$ cat src/rtl/intr_pkg.sv
// Shared widths, helpers and stack-entry type for the interrupt controller.
package intr_pkg;

  // Widest return address and service level a stack entry can carry.
  localparam int unsigned PC_MAX_W  = 32;
  localparam int unsigned LVL_MAX_W = 8;

  function automatic int unsigned level_w(input int unsigned n_src);
    return $clog2(n_src + 1);
  endfunction

  function automatic int unsigned depth_w(input int unsigned nest);
    return $clog2(nest + 1);
  endfunction

  typedef struct packed {
    logic [PC_MAX_W-1:0]  pc;
    logic [LVL_MAX_W-1:0] level;
  } epc_entry_t;

endpackage

$ cat src/rtl/intr_ctrl_if.sv
// CPU-side bundle of the interrupt controller: requests, control strobes and redirect outputs.
interface intr_ctrl_if
  import intr_pkg::*;
#(
  parameter int unsigned N_SRC = 3,
  parameter int unsigned AW    = 32,
  parameter int unsigned NEST  = 4
);
  localparam int unsigned LW = level_w(N_SRC);
  localparam int unsigned DW = depth_w(NEST);

  logic [N_SRC-1:0] irq_in;
  logic             stall;
  logic [AW-1:0]    pc_next;
  logic             eret;
  logic             mask_we;
  logic [N_SRC-1:0] mask_wdata;
  logic             gie_we;
  logic             gie_wdata;
  logic             take;
  logic [AW-1:0]    vector;
  logic [AW-1:0]    epc;
  logic [N_SRC-1:0] pending;
  logic [LW-1:0]    level;
  logic [DW-1:0]    depth;

  modport master (
    output irq_in, stall, pc_next, eret, mask_we, mask_wdata, gie_we, gie_wdata,
    input  take, vector, epc, pending, level, depth
  );

  modport slave (
    input  irq_in, stall, pc_next, eret, mask_we, mask_wdata, gie_we, gie_wdata,
    output take, vector, epc, pending, level, depth
  );

endinterface

$ cat src/rtl/intr_epc_stack.sv
// LIFO of {return pc, interrupted level} with push, pop and replace-top.
module intr_epc_stack
  import intr_pkg::*;
#(
  parameter int unsigned NEST = 4,
  parameter int unsigned DW   = depth_w(NEST)
) (
  input  logic          clk,
  input  logic          rst_n,
  input  logic          push,
  input  logic          pop,
  input  logic          replace,
  input  epc_entry_t    din,
  output epc_entry_t    top,
  output logic [DW-1:0] depth
);

  epc_entry_t entries [NEST];

  // Push fills the slot above the top, replace overwrites the current top.
  always_ff @(posedge clk) begin
    if (!rst_n) begin
      for (int i = 0; i < NEST; i++) entries[i] <= '0;
      depth <= '0;
    end else begin
      for (int i = 0; i < NEST; i++) begin
        if ((push && depth == DW'(i)) || (replace && depth == DW'(i + 1)))
          entries[i] <= din;
      end
      if (push && depth != DW'(NEST))
        depth <= depth + DW'(1);
      else if (pop && depth != '0)
        depth <= depth - DW'(1);
    end
  end

  // Top-of-stack view; all zero when empty.
  always_comb begin
    top = '0;
    for (int i = 0; i < NEST; i++) begin
      if (depth == DW'(i + 1)) top = entries[i];
    end
  end

endmodule

$ cat src/rtl/intr_ctrl.sv
// Nested, priority-based interrupt controller with an EPC return stack.
module intr_ctrl
  import intr_pkg::*;
#(
  parameter int unsigned      N_SRC      = 3,
  parameter int unsigned      AW         = 32,
  parameter int unsigned      NEST       = 4,
  parameter logic [AW-1:0]    VEC_BASE   = 32'h100,
  parameter logic [AW-1:0]    VEC_STRIDE = 32'h10,
  parameter logic [N_SRC-1:0] LEVEL_MASK = '0
) (
  input logic        clk,
  input logic        rst_n,
  intr_ctrl_if.slave bus
);

  localparam int unsigned LW = level_w(N_SRC);
  localparam int unsigned DW = depth_w(NEST);
  localparam int unsigned WW = (N_SRC > 1) ? $clog2(N_SRC) : 1;

  logic [N_SRC-1:0]     irq_q;
  logic [N_SRC-1:0]     pending;
  logic [N_SRC-1:0]     mask;
  logic [N_SRC-1:0]     set_vec;
  logic [N_SRC-1:0]     clr_vec;
  logic                 gie;
  logic [LVL_MAX_W-1:0] level_r;
  logic [DW-1:0]        depth;
  logic                 full;
  logic                 take;
  logic                 tail;
  logic                 push;
  logic                 pop;
  logic [WW-1:0]        win;
  epc_entry_t           din;
  epc_entry_t           top;

  // Level sources request every cycle they are high, edge sources only on a rise.
  assign set_vec = bus.irq_in & (LEVEL_MASK | ~irq_q);
  assign full    = (depth == DW'(NEST));

  // Highest eligible index wins; inputs are registered state plus CPU inputs only.
  always_comb begin
    take = 1'b0;
    win  = '0;
    for (int i = 0; i < N_SRC; i++) begin
      if (pending[i] && !mask[i] && gie && !full && !bus.stall &&
          (LVL_MAX_W'(i + 1) > level_r)) begin
        take = 1'b1;
        win  = WW'(i);
      end
    end
  end

  // An eret meeting a take chains straight into the new handler without a pop.
  assign tail    = take && bus.eret && (depth != '0);
  assign push    = take && !tail;
  assign pop     = bus.eret && !take && (depth != '0);
  assign clr_vec = take ? (N_SRC'(1) << win) : '0;

  // Entry written on push or tail-chain; chaining keeps the level it replaces.
  always_comb begin
    din              = '0;
    din.pc[AW-1:0]   = bus.pc_next;
    din.level        = tail ? top.level : level_r;
  end

  // Request capture, mask/enable registers and current service level.
  always_ff @(posedge clk) begin
    if (!rst_n) begin
      irq_q   <= '0;
      pending <= '0;
      mask    <= '0;
      gie     <= 1'b1;
      level_r <= '0;
    end else begin
      irq_q   <= bus.irq_in;
      pending <= (pending & ~clr_vec) | set_vec;
      if (bus.mask_we) mask <= bus.mask_wdata;
      if (bus.gie_we)  gie  <= bus.gie_wdata;
      if (take)
        level_r <= LVL_MAX_W'(win) + LVL_MAX_W'(1);
      else if (pop)
        level_r <= top.level;
    end
  end

  intr_epc_stack #(
    .NEST (NEST),
    .DW   (DW)
  ) u_stack (
    .clk     (clk),
    .rst_n   (rst_n),
    .push    (push),
    .pop     (pop),
    .replace (tail),
    .din     (din),
    .top     (top),
    .depth   (depth)
  );

  assign bus.take    = take;
  assign bus.vector  = take ? (VEC_BASE + AW'(win) * VEC_STRIDE) : '0;
  assign bus.epc     = top.pc[AW-1:0];
  assign bus.pending = pending;
  assign bus.level   = level_r[LW-1:0];
  assign bus.depth   = depth;

endmodule

$ cat src/flat_wrapper.sv
// flat-port wrapper written by rule: the top's interface ports become plain ports
module intr_ctrl_flat import intr_pkg::*;
#(
  parameter int unsigned      N_SRC      = 3,
  parameter int unsigned      AW         = 32,
  parameter int unsigned      NEST       = 4,
  parameter logic [AW-1:0]    VEC_BASE   = 32'h100,
  parameter logic [AW-1:0]    VEC_STRIDE = 32'h10,
  parameter logic [N_SRC-1:0] LEVEL_MASK = '0
)
  (clk, rst_n, bus_irq_in, bus_stall, bus_pc_next, bus_eret, bus_mask_we, bus_mask_wdata, bus_gie_we, bus_gie_wdata, bus_take, bus_vector, bus_epc, bus_pending, bus_level, bus_depth);
  intr_ctrl_if #(.N_SRC(N_SRC), .AW(AW), .NEST(NEST)) bus_i ();
  input logic clk;
  input logic rst_n;
  input wire logic [$bits(bus_i.irq_in)-1:0] bus_irq_in;
  input wire logic [$bits(bus_i.stall)-1:0] bus_stall;
  input wire logic [$bits(bus_i.pc_next)-1:0] bus_pc_next;
  input wire logic [$bits(bus_i.eret)-1:0] bus_eret;
  input wire logic [$bits(bus_i.mask_we)-1:0] bus_mask_we;
  input wire logic [$bits(bus_i.mask_wdata)-1:0] bus_mask_wdata;
  input wire logic [$bits(bus_i.gie_we)-1:0] bus_gie_we;
  input wire logic [$bits(bus_i.gie_wdata)-1:0] bus_gie_wdata;
  output wire logic [$bits(bus_i.take)-1:0] bus_take;
  output wire logic [$bits(bus_i.vector)-1:0] bus_vector;
  output wire logic [$bits(bus_i.epc)-1:0] bus_epc;
  output wire logic [$bits(bus_i.pending)-1:0] bus_pending;
  output wire logic [$bits(bus_i.level)-1:0] bus_level;
  output wire logic [$bits(bus_i.depth)-1:0] bus_depth;
  assign bus_i.irq_in = bus_irq_in;
  assign bus_i.stall = bus_stall;
  assign bus_i.pc_next = bus_pc_next;
  assign bus_i.eret = bus_eret;
  assign bus_i.mask_we = bus_mask_we;
  assign bus_i.mask_wdata = bus_mask_wdata;
  assign bus_i.gie_we = bus_gie_we;
  assign bus_i.gie_wdata = bus_gie_wdata;
  assign bus_take = bus_i.take;
  assign bus_vector = bus_i.vector;
  assign bus_epc = bus_i.epc;
  assign bus_pending = bus_i.pending;
  assign bus_level = bus_i.level;
  assign bus_depth = bus_i.depth;
  intr_ctrl #(.N_SRC(N_SRC), .AW(AW), .NEST(NEST), .VEC_BASE(VEC_BASE), .VEC_STRIDE(VEC_STRIDE), .LEVEL_MASK(LEVEL_MASK)) u_core (.clk(clk), .rst_n(rst_n), .bus(bus_i));
endmodule
$ cat config.mk
export PLATFORM = sky130hd
export DESIGN_NAME = intr_ctrl_flat
export DESIGN_NICKNAME = d
export VERILOG_FILES = /design/src/rtl/intr_pkg.sv /design/src/rtl/intr_ctrl_if.sv /design/src/rtl/intr_epc_stack.sv /design/src/rtl/intr_ctrl.sv /design/src/flat_wrapper.sv
export SDC_FILE = /design/constraint.sdc
export NUM_CORES = 1
export LEC_CHECK = 0
export ABC_AREA = 1
export BUFFER_PORTS_ARGS = -buffer_cell sky130_fd_sc_hd__buf_2
export CORE_ASPECT_RATIO = 1.2
export CORE_MARGIN = 2
export CORE_UTILIZATION = 55
export CTS_CLUSTER_SIZE = 16
export DETAILED_ROUTE_END_ITERATION = 12
export PLACE_DENSITY = 0.73
export SLEW_MARGIN = 10
export SYNTH_ARGS = -nofsm -noshare
export SYNTH_HDL_FRONTEND = slang
export SYNTH_HIERARCHICAL = 1
export SYNTH_SLANG_ARGS = --single-unit
$ cat constraint.sdc
create_clock -name clk -period 8.3 [get_ports clk]
set_input_delay 0.83 -clock clk [delete_from_list [all_inputs] [get_ports clk]]
set_output_delay 0.83 -clock clk [all_outputs]
set_load 0.05 [all_outputs]
# Word-level counts from Yosys, hierarchy flattened
# Memories as Yosys holds them, arrays and structs flattened.
# Index checks and enable logic that the tools add are counted.
[word_totals]
register_bits = 21
ramBits = 160
inputBits = 45
output_inout_bits = 73
word_cells = 107
n_memories = 1
[mem_list]
columns = ["memory", "depth", "word_bits", "read_ports", "rd_ports_with_merged_regs", "wr", "line", "rtl"]
rows = [
  ["u_core.u_stack.entries", 4, 40, 4, 0, 4, "intr_epc_stack.sv:18", "epc_entry_t entries [NEST];"],
]
[classes]
addsub = 4
magnitude_cmp = 3
eq_ne = 5
shift = 1
muxes = 33
bitwise_logic = 9
n_reduce_logical = 45
[ops]
columns = ["cell", "count"]
rows = [
  ["40-bit 2-to-1 mux", 8],
  ["32-bit 2-to-1 mux", 1],
  ["1-bit logical AND", 30],
  ["8-bit 2-to-1 mux", 3],
  ["1-bit 2-to-1 mux", 17],
  ["2-bit by 8-bit greater-than comparator with 1-bit output (first input constant)", 2],
  ["9-bit by 6-bit adder with 10-bit output (first input constant)", 1],
  ["3-bit 2-to-1 mux", 3],
  ["1-bit by 8-bit greater-than comparator with 1-bit output (first input constant)", 1],
  ["1-bit logical NOT", 7],
  ["3-bit bitwise AND", 2],
  ["3-bit by 2-bit equality test with 1-bit output (second input constant)", 2],
  ["3-bit NOT", 2],
  ["1-bit logical OR", 4],
  ["1-bit OR", 4],
  ["2-bit nonzero test", 2],
  ["2-bit by 1-bit adder with 3-bit output (second input constant)", 1],
  ["3-bit by 1-bit adder with 3-bit output (second input constant)", 1],
  ["3-bit by 1-bit equality test with 1-bit output (second input constant)", 1],
  ["3-bit equality test (second input constant)", 1],
  ["3-bit logical NOT", 1],
  ["3-bit inequality test (second input constant)", 1],
  ["3-bit OR", 1],
  ["3-bit nonzero test", 1],
  ["other kinds (3)", 3],
]

# Longest topological paths before layout
[depth]
depth_word = 19
mapped_depth = 14
depth_no_buf = 14

# Hierarchy
# Netlist, hierarchy kept.
[by_module_without_submodules]
columns = ["module", "instances", "cells_per_inst", "area_per_inst_um2", "seq_area_each_um2"]
rows = [
  ["intr_epc_stack", 1, 872, 8064.0, 4864.7],
  ["intr_ctrl", 1, 189, 1253.7, 360.3],
]

# Least setup slack after synthesis
# No wires, ideal clock.
[synth_timing]
path_kind = "register to register"
from = "register u_core.u_stack.depth[0]"
to = "memory u_core/u_stack/entries[3][0] (netlist name) (enable)"
setup_time_ps = 398
arrival_time_ps = 2957
required_ps = 7902
setup_slack_ps = 4945
stages_incl_launch_ff = 13
n_path_buf = 0
period_less_slack_ps = 3355
path_cell_list = "dfxtp_1 -> inv_1 -> nand3_1 -> nand2_2 -> nor2_4 -> nand2_2 -> inv_2 -> nor2_4 -> nor2_1 -> inv_2 -> o22ai_2 -> inv_1 -> nand2_1"
[synth_rtl]
columns = ["item", "line", "rtl"]
rows = [
  ["start: declaration", "intr_epc_stack.sv:15", "output logic [DW-1:0] depth"],
  ["start signal: assignment", "intr_epc_stack.sv:31", "depth <= depth + DW'(1);"],
  ["start signal: assignment", "intr_epc_stack.sv:33", "depth <= depth - DW'(1);"],
  ["end: declaration", "intr_epc_stack.sv:18", ""],
]

# Worst setup path after layout
[layout_timing]
from = "register u_core.u_stack.depth[0]"
to = "output bus_epc[2]"
[layout_between]
elab_chain_len = 5
elab_cells_between_ends = 8
cone_classes = "4 x eq/ne; 4 x mux"
[layout_lines]
columns = ["item", "line", "rtl"]
rows = [
  ["3-bit by 1-bit equality test with 1-bit output", "intr_epc_stack.sv:41", "if (depth == DW'(i + 1)) top = entries[i];"],
  ["40-bit 2-to-1 mux (3 in series)", "intr_epc_stack.sv:41", ""],
  ["40-bit 2-to-1 mux (*)", "intr_epc_stack.sv:41", ""],
  ["end: declaration", "flat_wrapper.sv:25", "output wire logic [$bits(bus_i.epc)-1:0] bus_epc;"],
]
# Mark *: on every way between the ends. The rest lies on a longest branch, timed or not.

==> insert_results.sql <==
INSERT INTO impl_metrics (metric_group, metric, value, unit) VALUES
('sta', 'worst_pin_slew', '1.17', 'ns'),
('setup_path', 'timing.reg2reg.setup_slack', '5.00', 'ns'),
('setup_path', 'rr_worst_depth', '9', ''),
('logic_synthesis', 'syn-cell-area', '9320', 'um^2'),
('logic_synthesis', 'synth_edf_count', '160', ''),
('logic_synthesis', 'post_synth_num_cell_types', '32', ''),
('place', 'gp_weighted_congestion', '0.820', ''),
('power', 'power.net_switching', '1.44', 'mW'),
('sta', 'timing.final.max_slew_violations', '0', ''),
('power', 'power.leakage', '4.72', 'nW'),
('detailed_routing', 'drt_iter0_markers', '491', ''),
('sta', 'final-setup-viol-count', '0', ''),
('sta', 'clock_skew', '0.00659', 'ns'),
('power', 'comb_power_share', '41.7', '%'),
('setup_path', 'arrival_time_of_the_worst_setup_path', '3.32', 'ns'),
('finish', 'most-common-layout-cells', '254 x sky130_fd_sc_hd__nor2_1, 247 x sky130_fd_sc_hd__nand2_1, 160 x sky130_fd_sc_hd__edfxtp_1', ''),
('sta', 'fin_tns_setup', '0', 'ns'),
('detailed_routing', 'num_vias', '6638', ''),
('clock_tree', 'hold_buffers', '0', ''),
('global_routing', 'global_route.usage.total', '21.3', '%'),
('outcome', 'outcome', 'finished clean', ''),
('setup_path', 'critical_path.endpoint_type', 'output port', ''),
('power', 'power.density', '326', 'nW/um^2'),
('setup_path', 'worstReg2RegStart', 'u_core/u_stack/depth[0]', ''),
('clock_tree', 'cts-root-buf', 'sky130_fd_sc_hd__clkbuf_16', ''),
('sta', 'setup_repair_after_global_routing_missed_its_margin', 'false', ''),
('die', 'rows', '52', ''),
('logic_synthesis', 'yosysTopAreaCell', 'sky130_fd_sc_hd__edfxtp_1', ''),
('sta', 'worst_slew_margin_rel', '22.2', '%'),
('global_routing', 'number_of_antenna_violations_at_the_first_check_in_global_routing', '0', ''),
('logic_synthesis', 'synthDominantCellAreaShare', '51.6', '%'),
('place', 'place_hpwl', '10500', 'um'),
('clock_tree', 'cts_tree', 'done', ''),
('logic_synthesis', 'ys_seq_area_share', '56.1', '%'),
('finish', 'insertedDiodeCount', '0', ''),
('sta', 'post-route-period-util', '50.0', '%'),
('global_routing', 'global_route_wire_length_before_repair', '29600', 'um'),
('global_routing', 'grt_overflow_total', '0', ''),
('logic_synthesis', 'asyncSetResetFlopFracSynth', '0', '%'),
('finish', 'layout-drive-gt1-share', '17.3', '%'),
('global_routing', 'grt_start_max_net_pins', '63', ''),
('clock_tree', 'cts_num_sinks', '181', ''),
('sta', 'fmax', '0.241', 'GHz'),
('die', 'initial_util', '55.7', '%'),
('die', 'top_level_ports', '118', ''),
('logic_synthesis', 'postSynthCellCount', '1061', ''),
('die', 'die-height', '147', 'um'),
('sta', 'report.final.hold_viol_count', '0', ''),
('setup_path', 'r2r_end', 'u_core/u_stack/entries[2][18]', ''),
('clock_tree', 'cts_resized', '0', ''),
('worst_hold_path', 'hp-start', 'u_core/irq_q[1]', ''),
('power', 'ir_worst_vdd', '0.181', 'mV'),
('clock_tree', 'post-cts-setup-buffers', '0', ''),
('setup_path', 'crit_path_max_fanout', '41', ''),
('detailed_routing', 'ant_nets', '0', ''),
('detailed_routing', 'first_pass_iters', '5', ''),
('finish', 'fin_nets', '1168', ''),
('logic_synthesis', 'dominantRegCellSynth', 'sky130_fd_sc_hd__edfxtp_1', ''),
('worst_hold_path', 'holdPathStages', '1', ''),
('logic_synthesis', 'yosys_warnings', '6', ''),
('die', 'fp.dieW', '123', 'um'),
('worst_hold_path', 'hold_end', 'u_core/bus.pending[1]', ''),
('worst_hold_path', 'min_path_type', 'reg2reg', ''),
('power', 'power_report.internal_total', '1.87', 'mW'),
('logic_synthesis', 'synth-seq-cells', '181', ''),
('clock_tree', 'cts_buffers', '17', ''),
('setup_path', 'worstSetupStartpointType', 'register', ''),
('clock_tree', 'bufs_on_longest_clock_path', '2', ''),
('detailed_routing', 'wl_per_cell', '13.7', 'um'),
('job', 'max_cap_violations', '0', ''),
('finish', 'post_layout_nonfiller_instances', '1346', '');
Yosys cell counts, types with 2 or more instances:
| master | number |
|---|---|
| sky130_fd_sc_hd__nor2_1 | 254 |
| sky130_fd_sc_hd__nand2_1 | 253 |
| sky130_fd_sc_hd__edfxtp_1 | 160 |
| sky130_fd_sc_hd__inv_1 | 119 |
| sky130_fd_sc_hd__nand3_1 | 70 |
| sky130_fd_sc_hd__buf_4 | 33 |
| sky130_fd_sc_hd__nor2_4 | 33 |
| sky130_fd_sc_hd__buf_2 | 27 |
| sky130_fd_sc_hd__dfxtp_1 | 21 |
| sky130_fd_sc_hd__nor2_2 | 15 |
| sky130_fd_sc_hd__o21ai_0 | 9 |
| sky130_fd_sc_hd__a21oi_1 | 8 |
| sky130_fd_sc_hd__inv_2 | 8 |
| sky130_fd_sc_hd__buf_1 | 7 |
| sky130_fd_sc_hd__nand2_2 | 7 |
| sky130_fd_sc_hd__clkbuf_1 | 6 |
| sky130_fd_sc_hd__ha_1 | 6 |
| sky130_fd_sc_hd__buf_6 | 5 |
| sky130_fd_sc_hd__nand3b_1 | 4 |
| sky130_fd_sc_hd__buf_12 | 3 |
| sky130_fd_sc_hd__o22ai_2 | 2 |
per-stage QoR:
stage / instance area, um^2 / total power [mW] / utilization, % / setup WS, ns / hold slack (ns)
2_1_floorplan: 9420 / 2.31 / - / 4.95 / 0.399
3_3_place_gp: 9620 / 2.56 / 57.5 / 4.70 / 0.406
3_5_place_dp: 9620 / 2.58 / 57.5 / 4.61 / 0.426
4_1_cts: 10200 / 3.33 / 60.8 / 4.11 / 0.435
5_1_grt: 10200 / 3.51 / 60.8 / 3.91 / 0.483
6_report: 10200 / 3.32 / 60.8 / 4.15 / 0.428
metal layers:
layer	track usage (%)	part of all wire (%)
met1	26.2	42
met2	36.2	51
met3	5.47	4.9
met4	6.95	1.4
met5	0	0
state kept, by name, summed over array words and instances (netlist names):
| name | flops |
|---|---|
| u_core/irq_q | 3 |
| u_core/u_stack/depth | 3 |
| u_core/u_stack/entries | 160 |
| u_core/level_r | 8 |
| u_core/bus.pending | 3 |
| u_core/gie | 1 |
| u_core/mask | 3 |
cell families (layout without fill, tap and decap cells):
group / Yosys count / count (layout) / share of synthesized area (%)
other: 1 / 29 / 0.0402
AND/OR/NAND/NOR: 642 / 642 / 30.6
AO/OA/AOI/OAI: 21 / 21 / 1.33
flip-flops: 181 / 181 / 56.1
adder cells (fa/ha/maj): 6 / 6 / 0.806
buffers and inverters: 210 / 251 / 11.1
final cells by class:
class	instances	area [um^2]	share of cell area (%)
Timing Repair Buffer	90	455	4.48
Inverter	129	487	4.79
Tap cell	216	270	2.66
Multi-Input combinational cell	698	3180	31.3
Sequential cell	181	5230	51.4
Clock buffer	21	440	4.33
Clock inverter	11	110	1.08
power groups by stage:
stage          Combinational [mW]  Clock (mW)  Sequential, mW
2_1_floorplan                1.09           0            1.21
3_3_place_gp                 1.37           0            1.19
3_5_place_dp                 1.39           0            1.19
4_1_cts                      1.39       0.771            1.17
5_1_grt                      1.52       0.804            1.18
6_report                     1.38       0.763            1.17
worst max-delay path by stage:
stage                             from                      endpoint  slack [ns]  cells after the start
2_1_floorplan  u_core/u_stack/depth[0]  u_core/u_stack/entries[3][0]        4.95                     12
3_3_place_gp   u_core/u_stack/depth[0]                   bus_epc[28]        4.70                      9
3_5_place_dp   u_core/u_stack/depth[0]                   bus_epc[22]        4.61                      9
4_1_cts        u_core/u_stack/depth[0]                   bus_epc[22]        4.11                      9
5_1_grt        u_core/u_stack/depth[0]                    bus_epc[8]        3.91                      9
6_report       u_core/u_stack/depth[0]                    bus_epc[2]        4.15                      9
worst max-delay path, cell delays in order (launching register included):
cell                      delay [ns]
sky130_fd_sc_hd__dfxtp_1        0.38
sky130_fd_sc_hd__inv_1          0.14
sky130_fd_sc_hd__ha_2           0.82
sky130_fd_sc_hd__nand2_2        0.18
sky130_fd_sc_hd__inv_2          0.65
sky130_fd_sc_hd__nand2_1        0.14
sky130_fd_sc_hd__nand3_1        0.15
sky130_fd_sc_hd__nand2_1        0.07
sky130_fd_sc_hd__nand2_1        0.05
sky130_fd_sc_hd__buf_2          0.25
Note: power is estimated with default switching activity, not from simulation.
